## src/rtl/cache_controller_if.sv

```systemverilog
// cache_controller_if
// Bundles the three buses a cache controller sits between:
//   CPU side   : cpu_req, cpu_we, cpu_is_word, cpu_addr, cpu_wdata -> controller;
//                cpu_rdata, stall -> CPU
//   Cache side : cache_hit, cache_dirty, cache_dout, cache_wb_addr -> controller;
//                cache_addr, cache_din, we_cache, set_valid, set_dirty, is_word -> cache
//   Memory side: mem_rdata, mem_ready -> controller;
//                mem_addr, mem_wdata, mem_re, mem_we -> memory
// modport master : the environment (CPU, cache array, memory) around the controller
// modport slave  : the controller itself
interface cache_controller_if;
    logic        cpu_req;
    logic        cpu_we;
    logic        cpu_is_word;
    logic [31:0] cpu_addr;
    logic [31:0] cpu_wdata;
    logic [31:0] cpu_rdata;
    logic        stall;

    logic        cache_hit;
    logic        cache_dirty;
    logic [31:0] cache_dout;
    logic [31:0] cache_wb_addr;
    logic [31:0] cache_addr;
    logic [31:0] cache_din;
    logic        we_cache;
    logic        set_valid;
    logic        set_dirty;
    logic        is_word;

    logic [31:0] mem_addr;
    logic [31:0] mem_wdata;
    logic [31:0] mem_rdata;
    logic        mem_re;
    logic        mem_we;
    logic        mem_ready;

    modport master (
        output cpu_req, cpu_we, cpu_is_word, cpu_addr, cpu_wdata,
        input  cpu_rdata, stall,
        output cache_hit, cache_dirty, cache_dout, cache_wb_addr,
        input  cache_addr, cache_din, we_cache, set_valid, set_dirty, is_word,
        input  mem_addr, mem_wdata, mem_re, mem_we,
        output mem_rdata, mem_ready
    );

    modport slave (
        input  cpu_req, cpu_we, cpu_is_word, cpu_addr, cpu_wdata,
        output cpu_rdata, stall,
        input  cache_hit, cache_dirty, cache_dout, cache_wb_addr,
        output cache_addr, cache_din, we_cache, set_valid, set_dirty, is_word,
        output mem_addr, mem_wdata, mem_re, mem_we,
        input  mem_rdata, mem_ready
    );
endinterface

```

## src/rtl/cache_controller.sv

```systemverilog
// cache_controller
// Write-back, write-allocate controller for a direct-mapped cache whose lines
// are one 32-bit word. Hits are served combinationally in IDLE; a miss walks
// IDLE -> (WRITEBACK if the victim is dirty) -> REFILL -> IDLE, after which the
// held CPU request is retried and hits.
// Ports:
//   clk        single clock, rising edge
//   rst_n      asynchronous active-low reset (cache contents untouched)
//   bus        cache_controller_if.slave (CPU, cache and memory signals)
//   hit_count, miss_count, wb_count
//              32-bit saturating event counters, present only when the
//              macro CACHE_CTRL_STATS_EN is defined
module cache_controller (
    input  logic                  clk,
    input  logic                  rst_n,
    cache_controller_if.slave     bus
`ifdef CACHE_CTRL_STATS_EN
    ,
    output logic [31:0]           hit_count,
    output logic [31:0]           miss_count,
    output logic [31:0]           wb_count
`endif
);

    typedef enum logic [1:0] {
        IDLE,
        WRITEBACK,
        REFILL
    } state_t;

    state_t      state;
    state_t      state_next;
    logic [31:0] req_addr;
    logic        idle_hit;
    logic        idle_miss;

    assign idle_hit  = (state == IDLE) && bus.cpu_req && bus.cache_hit;
    assign idle_miss = (state == IDLE) && bus.cpu_req && !bus.cache_hit;

    // State register and the latched miss address used for cache/memory
    // addressing while the controller is away from IDLE.
    always_ff @(posedge clk or negedge rst_n) begin
        if (!rst_n) begin
            state    <= IDLE;
            req_addr <= 32'h0;
        end else begin
            state <= state_next;
            if (idle_miss) begin
                req_addr <= bus.cpu_addr;
            end
        end
    end

    // Next state and all bus outputs. By default the cache's valid/dirty
    // bits are written back unchanged for a hit or dirty line, so dirty data
    // is never dropped; clean lines that do not match may lose their valid bit.
    // Byte width follows the CPU only in IDLE; write-back and refill always
    // move whole words. Holding rst_n low forces the handshake outputs off
    // combinationally so an in-flight transaction is abandoned at once.
    always_comb begin
        state_next     = state;
        bus.cpu_rdata  = bus.cache_dout;
        bus.stall      = rst_n && bus.cpu_req &&
                         !((state == IDLE) && bus.cache_hit);
        bus.cache_addr = (state == IDLE) ? bus.cpu_addr : req_addr;
        bus.cache_din  = bus.cpu_wdata;
        bus.we_cache   = 1'b0;
        bus.set_valid  = bus.cache_hit | bus.cache_dirty;
        bus.set_dirty  = bus.cache_dirty;
        bus.is_word    = 1'b1;
        bus.mem_addr   = {req_addr[31:2], 2'b00};
        bus.mem_wdata  = bus.cache_dout;
        bus.mem_re     = 1'b0;
        bus.mem_we     = 1'b0;

        case (state)
            IDLE: begin
                bus.is_word = bus.cpu_is_word;
                if (bus.cpu_req) begin
                    if (bus.cache_hit) begin
                        if (bus.cpu_we) begin
                            bus.we_cache  = 1'b1;
                            bus.set_valid = 1'b1;
                            bus.set_dirty = 1'b1;
                        end
                    end else if (bus.cache_dirty) begin
                        state_next = WRITEBACK;
                    end else begin
                        state_next = REFILL;
                    end
                end
            end
            WRITEBACK: begin
                bus.mem_we   = 1'b1;
                bus.mem_addr = bus.cache_wb_addr;
                if (bus.mem_ready) begin
                    state_next = REFILL;
                end
            end
            REFILL: begin
                bus.mem_re = 1'b1;
                if (bus.mem_ready) begin
                    bus.we_cache  = 1'b1;
                    bus.is_word   = 1'b1;
                    bus.cache_din = bus.mem_rdata;
                    bus.set_valid = 1'b1;
                    bus.set_dirty = 1'b0;
                    state_next    = IDLE;
                end
            end
            default: begin
                state_next = IDLE;
            end
        endcase

        if (!rst_n) begin
            bus.mem_re   = 1'b0;
            bus.mem_we   = 1'b0;
            bus.we_cache = 1'b0;
            state_next   = IDLE;
        end
    end

`ifdef CACHE_CTRL_STATS_EN
    // Saturating event counters: a hit is any IDLE cycle serving a request
    // (including the retry after a refill), a miss is counted when leaving
    // IDLE, and a write-back when memory accepts the victim word.
    always_ff @(posedge clk or negedge rst_n) begin
        if (!rst_n) begin
            hit_count  <= 32'h0;
            miss_count <= 32'h0;
            wb_count   <= 32'h0;
        end else begin
            if (idle_hit && (hit_count != 32'hFFFF_FFFF)) begin
                hit_count <= hit_count + 32'h1;
            end
            if (idle_miss && (miss_count != 32'hFFFF_FFFF)) begin
                miss_count <= miss_count + 32'h1;
            end
            if ((state == WRITEBACK) && bus.mem_ready &&
                (wb_count != 32'hFFFF_FFFF)) begin
                wb_count <= wb_count + 32'h1;
            end
        end
    end
`endif

endmodule

```

## src/flat_wrapper.sv

```systemverilog
// flat-port wrapper written by rule: the top's interface ports become plain ports
module cache_controller_flat 
  (clk, rst_n, bus_cpu_req, bus_cpu_we, bus_cpu_is_word, bus_cpu_addr, bus_cpu_wdata, bus_cpu_rdata, bus_stall, bus_cache_hit, bus_cache_dirty, bus_cache_dout, bus_cache_wb_addr, bus_cache_addr, bus_cache_din, bus_we_cache, bus_set_valid, bus_set_dirty, bus_is_word, bus_mem_addr, bus_mem_wdata, bus_mem_re, bus_mem_we, bus_mem_rdata, bus_mem_ready);
  cache_controller_if bus_i ();
  input  logic clk;
  input  logic rst_n;
  input wire logic [$bits(bus_i.cpu_req)-1:0] bus_cpu_req;
  input wire logic [$bits(bus_i.cpu_we)-1:0] bus_cpu_we;
  input wire logic [$bits(bus_i.cpu_is_word)-1:0] bus_cpu_is_word;
  input wire logic [$bits(bus_i.cpu_addr)-1:0] bus_cpu_addr;
  input wire logic [$bits(bus_i.cpu_wdata)-1:0] bus_cpu_wdata;
  output wire logic [$bits(bus_i.cpu_rdata)-1:0] bus_cpu_rdata;
  output wire logic [$bits(bus_i.stall)-1:0] bus_stall;
  input wire logic [$bits(bus_i.cache_hit)-1:0] bus_cache_hit;
  input wire logic [$bits(bus_i.cache_dirty)-1:0] bus_cache_dirty;
  input wire logic [$bits(bus_i.cache_dout)-1:0] bus_cache_dout;
  input wire logic [$bits(bus_i.cache_wb_addr)-1:0] bus_cache_wb_addr;
  output wire logic [$bits(bus_i.cache_addr)-1:0] bus_cache_addr;
  output wire logic [$bits(bus_i.cache_din)-1:0] bus_cache_din;
  output wire logic [$bits(bus_i.we_cache)-1:0] bus_we_cache;
  output wire logic [$bits(bus_i.set_valid)-1:0] bus_set_valid;
  output wire logic [$bits(bus_i.set_dirty)-1:0] bus_set_dirty;
  output wire logic [$bits(bus_i.is_word)-1:0] bus_is_word;
  output wire logic [$bits(bus_i.mem_addr)-1:0] bus_mem_addr;
  output wire logic [$bits(bus_i.mem_wdata)-1:0] bus_mem_wdata;
  output wire logic [$bits(bus_i.mem_re)-1:0] bus_mem_re;
  output wire logic [$bits(bus_i.mem_we)-1:0] bus_mem_we;
  input wire logic [$bits(bus_i.mem_rdata)-1:0] bus_mem_rdata;
  input wire logic [$bits(bus_i.mem_ready)-1:0] bus_mem_ready;
  assign bus_i.cpu_req = bus_cpu_req;
  assign bus_i.cpu_we = bus_cpu_we;
  assign bus_i.cpu_is_word = bus_cpu_is_word;
  assign bus_i.cpu_addr = bus_cpu_addr;
  assign bus_i.cpu_wdata = bus_cpu_wdata;
  assign bus_cpu_rdata = bus_i.cpu_rdata;
  assign bus_stall = bus_i.stall;
  assign bus_i.cache_hit = bus_cache_hit;
  assign bus_i.cache_dirty = bus_cache_dirty;
  assign bus_i.cache_dout = bus_cache_dout;
  assign bus_i.cache_wb_addr = bus_cache_wb_addr;
  assign bus_cache_addr = bus_i.cache_addr;
  assign bus_cache_din = bus_i.cache_din;
  assign bus_we_cache = bus_i.we_cache;
  assign bus_set_valid = bus_i.set_valid;
  assign bus_set_dirty = bus_i.set_dirty;
  assign bus_is_word = bus_i.is_word;
  assign bus_mem_addr = bus_i.mem_addr;
  assign bus_mem_wdata = bus_i.mem_wdata;
  assign bus_mem_re = bus_i.mem_re;
  assign bus_mem_we = bus_i.mem_we;
  assign bus_i.mem_rdata = bus_mem_rdata;
  assign bus_i.mem_ready = bus_mem_ready;
  cache_controller u_core (.clk(clk), .rst_n(rst_n), .bus(bus_i));
endmodule
```

## config.mk

```make
export PLATFORM = sky130hd
export DESIGN_NAME = cache_controller_flat
export DESIGN_NICKNAME = d
export VERILOG_FILES = /design/src/rtl/cache_controller_if.sv /design/src/rtl/cache_controller.sv /design/src/flat_wrapper.sv
export SDC_FILE = /design/constraint.sdc
export NUM_CORES = 1
export LEC_CHECK = 0
export BUFFER_PORTS_ARGS = -buffer_cell sky130_fd_sc_hd__buf_2
export CORE_AREA = 3 3 129 131
export DETAILED_ROUTE_END_ITERATION = 16
export DIE_AREA = 0 0 132 134
export PLACE_DENSITY = 0.61
export SETUP_SLACK_MARGIN = 0.02
export SYNTH_ARGS = -nofsm -noshare
export SYNTH_HDL_FRONTEND = slang
export SYNTH_SLANG_ARGS = --single-unit
```

## constraint.sdc

```tcl
create_clock -name clk -period 2.9 [get_ports clk]
set_clock_uncertainty 0.1 [all_clocks]
set_input_delay 0.29 -clock clk [delete_from_list [all_inputs] [get_ports clk]]
set_output_delay 0.29 -clock clk [all_outputs]
set_load 0.02 [all_outputs]
```

; Yosys cells after proc, flatten, opt, wreduce, memory -nomap -nowiden
; Cells that the tools add are included.
[word_totals]
regBits = 34
latch_bits = 0
mem_bits_rw = 0
rom_bits = 0
out_inout_bits = 167
word_cells = 50
mem_count = 0
[op_classes]
addsub = 0
mul = 0
div_mod_pow = 0
order_cmp = 0
eq_ne = 6
shift = 0
mux = 32
n_bitwise = 1
reduce_logical = 9
[op_table]
columns = cell, count
row1 = $mux 32, 4
row2 = $mux 1, 18
row3 = $mux 2, 6
row4 = $ne 3x3->1 const B, 4
row5 = $pmux 1 s2, 3
row6 = $pmux 2 s3, 1
row7 = $logic_and 1x1->1, 5
row8 = $reduce_and 4->1, 1
row9 = $eq 2x1->1 const B, 1
row10 = $eq 2x2->1 const B, 1
row11 = $logic_not 1->1, 2
row12 = $logic_not 2->1, 1
row13 = $or 1x1->1, 1

; Depth between registers and ports, before layout
[logic_depth]
word_depth = 5
mapped_depth = 5
depth_no_buf = 3

; Worst setup path after synthesis
; Ideal clock, no wire load.
[synth_path]
path_kind = reg-to-output
start = reg u_core.state[1]
end = out bus_cache_addr[10]
arrival_time_ns = 1.379
t_required_ns = 2.510
path_slack_ns = 1.131
path_stages_with_launch = 5
path_cell_list = dfrtp_1 -> buf_4 -> nor2_2 -> buf_4 -> mux2_2
[synth_via]
elab_chain_len = 2
[synth_rtl]
columns = element, line_no
row1 = start: declaration, cache_controller.sv:31  ; state_t state;
row2 = start signal: assignment, cache_controller.sv:47  ; state <= state_next;
row3 = $logic_not 2->1, cache_controller.sv:65  ; bus.cache_addr = (state == IDLE) ? bus.cpu_addr : req_addr;
row4 = $mux 32, cache_controller.sv:65
row5 = end: declaration, flat_wrapper.sv:18  ; output wire logic [$bits(bus_i.cache_addr)-1:0] bus_cache_addr;
; No other way between the ends.

; Worst setup path in the final report
[layout_path]
start = reg u_core.state[0]
end = out bus_mem_addr[10]
[layout_via]
elab_chain_len = 2
[layout_rtl]
columns = element, line_no
row1 = $eq 2x1->1, cache_controller.sv:76  ; case (state)
row2 = $mux 32, cache_controller.sv:76
row3 = end: declaration, flat_wrapper.sv:24  ; output wire logic [$bits(bus_i.mem_addr)-1:0] bus_mem_addr;
; No other way between the ends.

==> reports/qor.txt <==
Status: finished clean
IO Pins: 335
Placed Instance Area: 4010 um2
Site row count: 46
RSZ-0062 raised after global routing: no
First-pass GRT wire length: 15.8 mm
GRT Overall Usage: 0.117
Peak supply drop: 0.000273 V
Fmax: 391 MHz
Largest net degree at the start of global routing: 35
Mean Syn Cell Area: 11.5 um2
Synth top area cells: mux2_2 (45%), dfrtp_1 (28%), buf_4 (17%)
Core area: 15700 um2
Setup total negative slack: 0 ns
Via/cell ratio: 3.89
Slew HR: 0.644
Tot Pwr: 2.04 mW
CP Launch Type: flop
Dpl hpwl: 9.04 mm
Max clock buf depth: 2
Initial DRC count: 32
Filler cells: 1687
Slowest stage delay, CP: 0.60 ns
Critical path peak fanout: 21
CP required: 2.51 ns
Critical path buffers and inverters: 2
CP top delay family: flip-flops
Cell accounting for the most synthesized area: mux2_2
CP endpoint kind: output pin
Most frequent cells in the layout: buf_2 (238), mux2_2 (122), dfrtp_1 (34)
IO Port Bufs: 238
Post-synthesis cell count: 268
Final instance area: 4170 um2
Clk Latency, worst-skew pair: 0.28 ns
CP Class: flop to output pin
Final min period: 2.56 ns
Residual DRC: 0
Initial antenna violation count: 3
Reg clk slew, reported paths: 0.06 ns
Worst EP arrival: 2.17 ns
Max stage delay cell, worst path: dfrtp_1
Layout cells sized above 1: 0.855
Final RePlAce weighted congestion: 0.809
WL per Instance: 16.4 um
Clk root buf: clkbuf_16
Final worst-path cycle share: 0.882
Yosys cell types: 23
Chip width: 132 um
Die height: 134 um
Critical Path, Cell by Cell: nor2b_4 -> buf_12 -> mux2_2 -> buf_2
Post-synth top area share: 0.447
Initial Util: 0.196
Final-report max-slew violation count: 0
Sequential cell area: 851 um2
Type of the most critical hold path: primary input to flop
Synth Warn #: 0
Antenna-violating nets left: 0
Vias in the first global route: 2646
Mapped Nets: 436
Die area: 17700 um2
Post-synth EDFFs: 0
GRT overflow: 0
Maxcap violations: 0
Dominant synthesized flop cell: dfrtp_1
Final net count: 608
Core Util, Final: 0.266
DR vias: 2558
Final wirelength: 10.8 mm
Total CTS buffers: 5
Worst R2R Setup Slack: 0.98 ns
Synthesis-to-finish area growth: 35.7%
N_diodes: 0
Fin. Hold Viols: 0
# H-tree levels: 2
Post-synthesis register bit count: 34
Pleak: 2.06 nW
Detailed Routing Iterations Pass 1: 4
Worst Max-Slew Pin Slew: 0.534 ns
Register area share after synthesis: 0.277
Post-synthesis async set-or-reset flop share: 1.00
Final setup fails: 0
PwrDens: 488 nW/um2
Area of the multi-input gates: 1630 um2
CTS tree: yes
Hold Slack: 0.129 ns
Synthesized area: 3070 um2
CTS Sinks: 34
Commonest non-fill, non-tap cell in the layout: buf_2
==> cell type report <==
type,instances,area share
Multi-Input combinational cell,154,0.390
Sequential cell,34,0.204
Clock buffer,6,0.0333
Timing Repair Buffer,244,0.303
Inverter,1,0.000900
Tap cell,216,0.0648
Clock inverter,2,0.00390
==> path summary, 6_finish.rpt <==
check | end | cells past startpoint | startpoint
max reg2reg | u_core.req_addr[6]$_DFFE_PN0P_ | 3 | u_core.state[1]$_DFFE_PN0P_
min in group asynchronous | u_core.req_addr[0]$_DFFE_PN0P_ | 2 | rst_n
min reg2reg | u_core.req_addr[0]$_DFFE_PN0P_ | 1 | u_core.req_addr[0]$_DFFE_PN0P_
max | bus_mem_addr[10] | 4 | u_core.state[0]$_DFFE_PN0P_
min | u_core.req_addr[11]$_DFFE_PN0P_ | 2 | bus_cpu_addr[11]
max in group asynchronous | u_core.req_addr[6]$_DFFE_PN0P_ | 3 | rst_n
==> worst register-to-register path, stage by stage, from the launching register on <==
cell     delay, ns
dfrtp_1       0.57
nor4b_4       0.38
buf_4         0.36
mux2_2        0.39
==> state kept, by name, summed over array words and instances, names as in the netlist <==
register,count
u_core.req_addr,32
u_core.state,2
==> routing by layer <==
layer | up-vias | track usage | share of wire
met5 | - | 0 | 0
met4 | 0 | 0.0292 | 0.013
met3 | 16 | 0.0443 | 0.11
met2 | 213 | 0.225 | 0.54
met1 | 1107 | 0.117 | 0.35
li1 | 1222 | - | -
==> stage by stage <==
step / std cells / setup WS, ns
after floorplan: 268 / 1.13
after detailed placement: 648 / 0.589
after CTS: 657 / 0.272
final: 657 / 0.341
after global routing: 657 / 0.174
after global placement: 648 / 0.656
==> power by group <==
part	total [mW]	switching [mW]	leakage (nW)	internal [mW]
Clock	0.575	0.230	0.0735	0.345
Combinational	0.830	0.429	1.58	0.401
Sequential	0.632	0.0702	0.403	0.562
==> cell families after synthesis <==
family          after synthesis  share of synthesized area
compound gates                7                     0.0130
buf+inv                      80                      0.197
flops                        34                      0.277
mux                         126                      0.462
simple gates                 21                     0.0513
==> synthesized netlist by cell type (3+ instances only) <==
| cell type | instances |
|---|---|
| buf_2 | 5 |
| mux2_2 | 122 |
| dfrtp_1 | 34 |
| mux2_1 | 4 |
| nand2_1 | 4 |
| o21ai_0 | 3 |
| buf_4 | 68 |
| buf_6 | 6 |
| and2_1 | 3 |
==> timing repair <==
| item | 4_1_cts | 5_1_grt |
|---|---|---|
| setup buffers | 0 | 0 |
| resized for setup | 0 | 0 |
| hold endpoints to repair | 14 | 0 |
| hold buffers | 1 | 0 |
| endpoints found under the setup margin | 0 | 0 |
(Power assumes the default switching activity.)
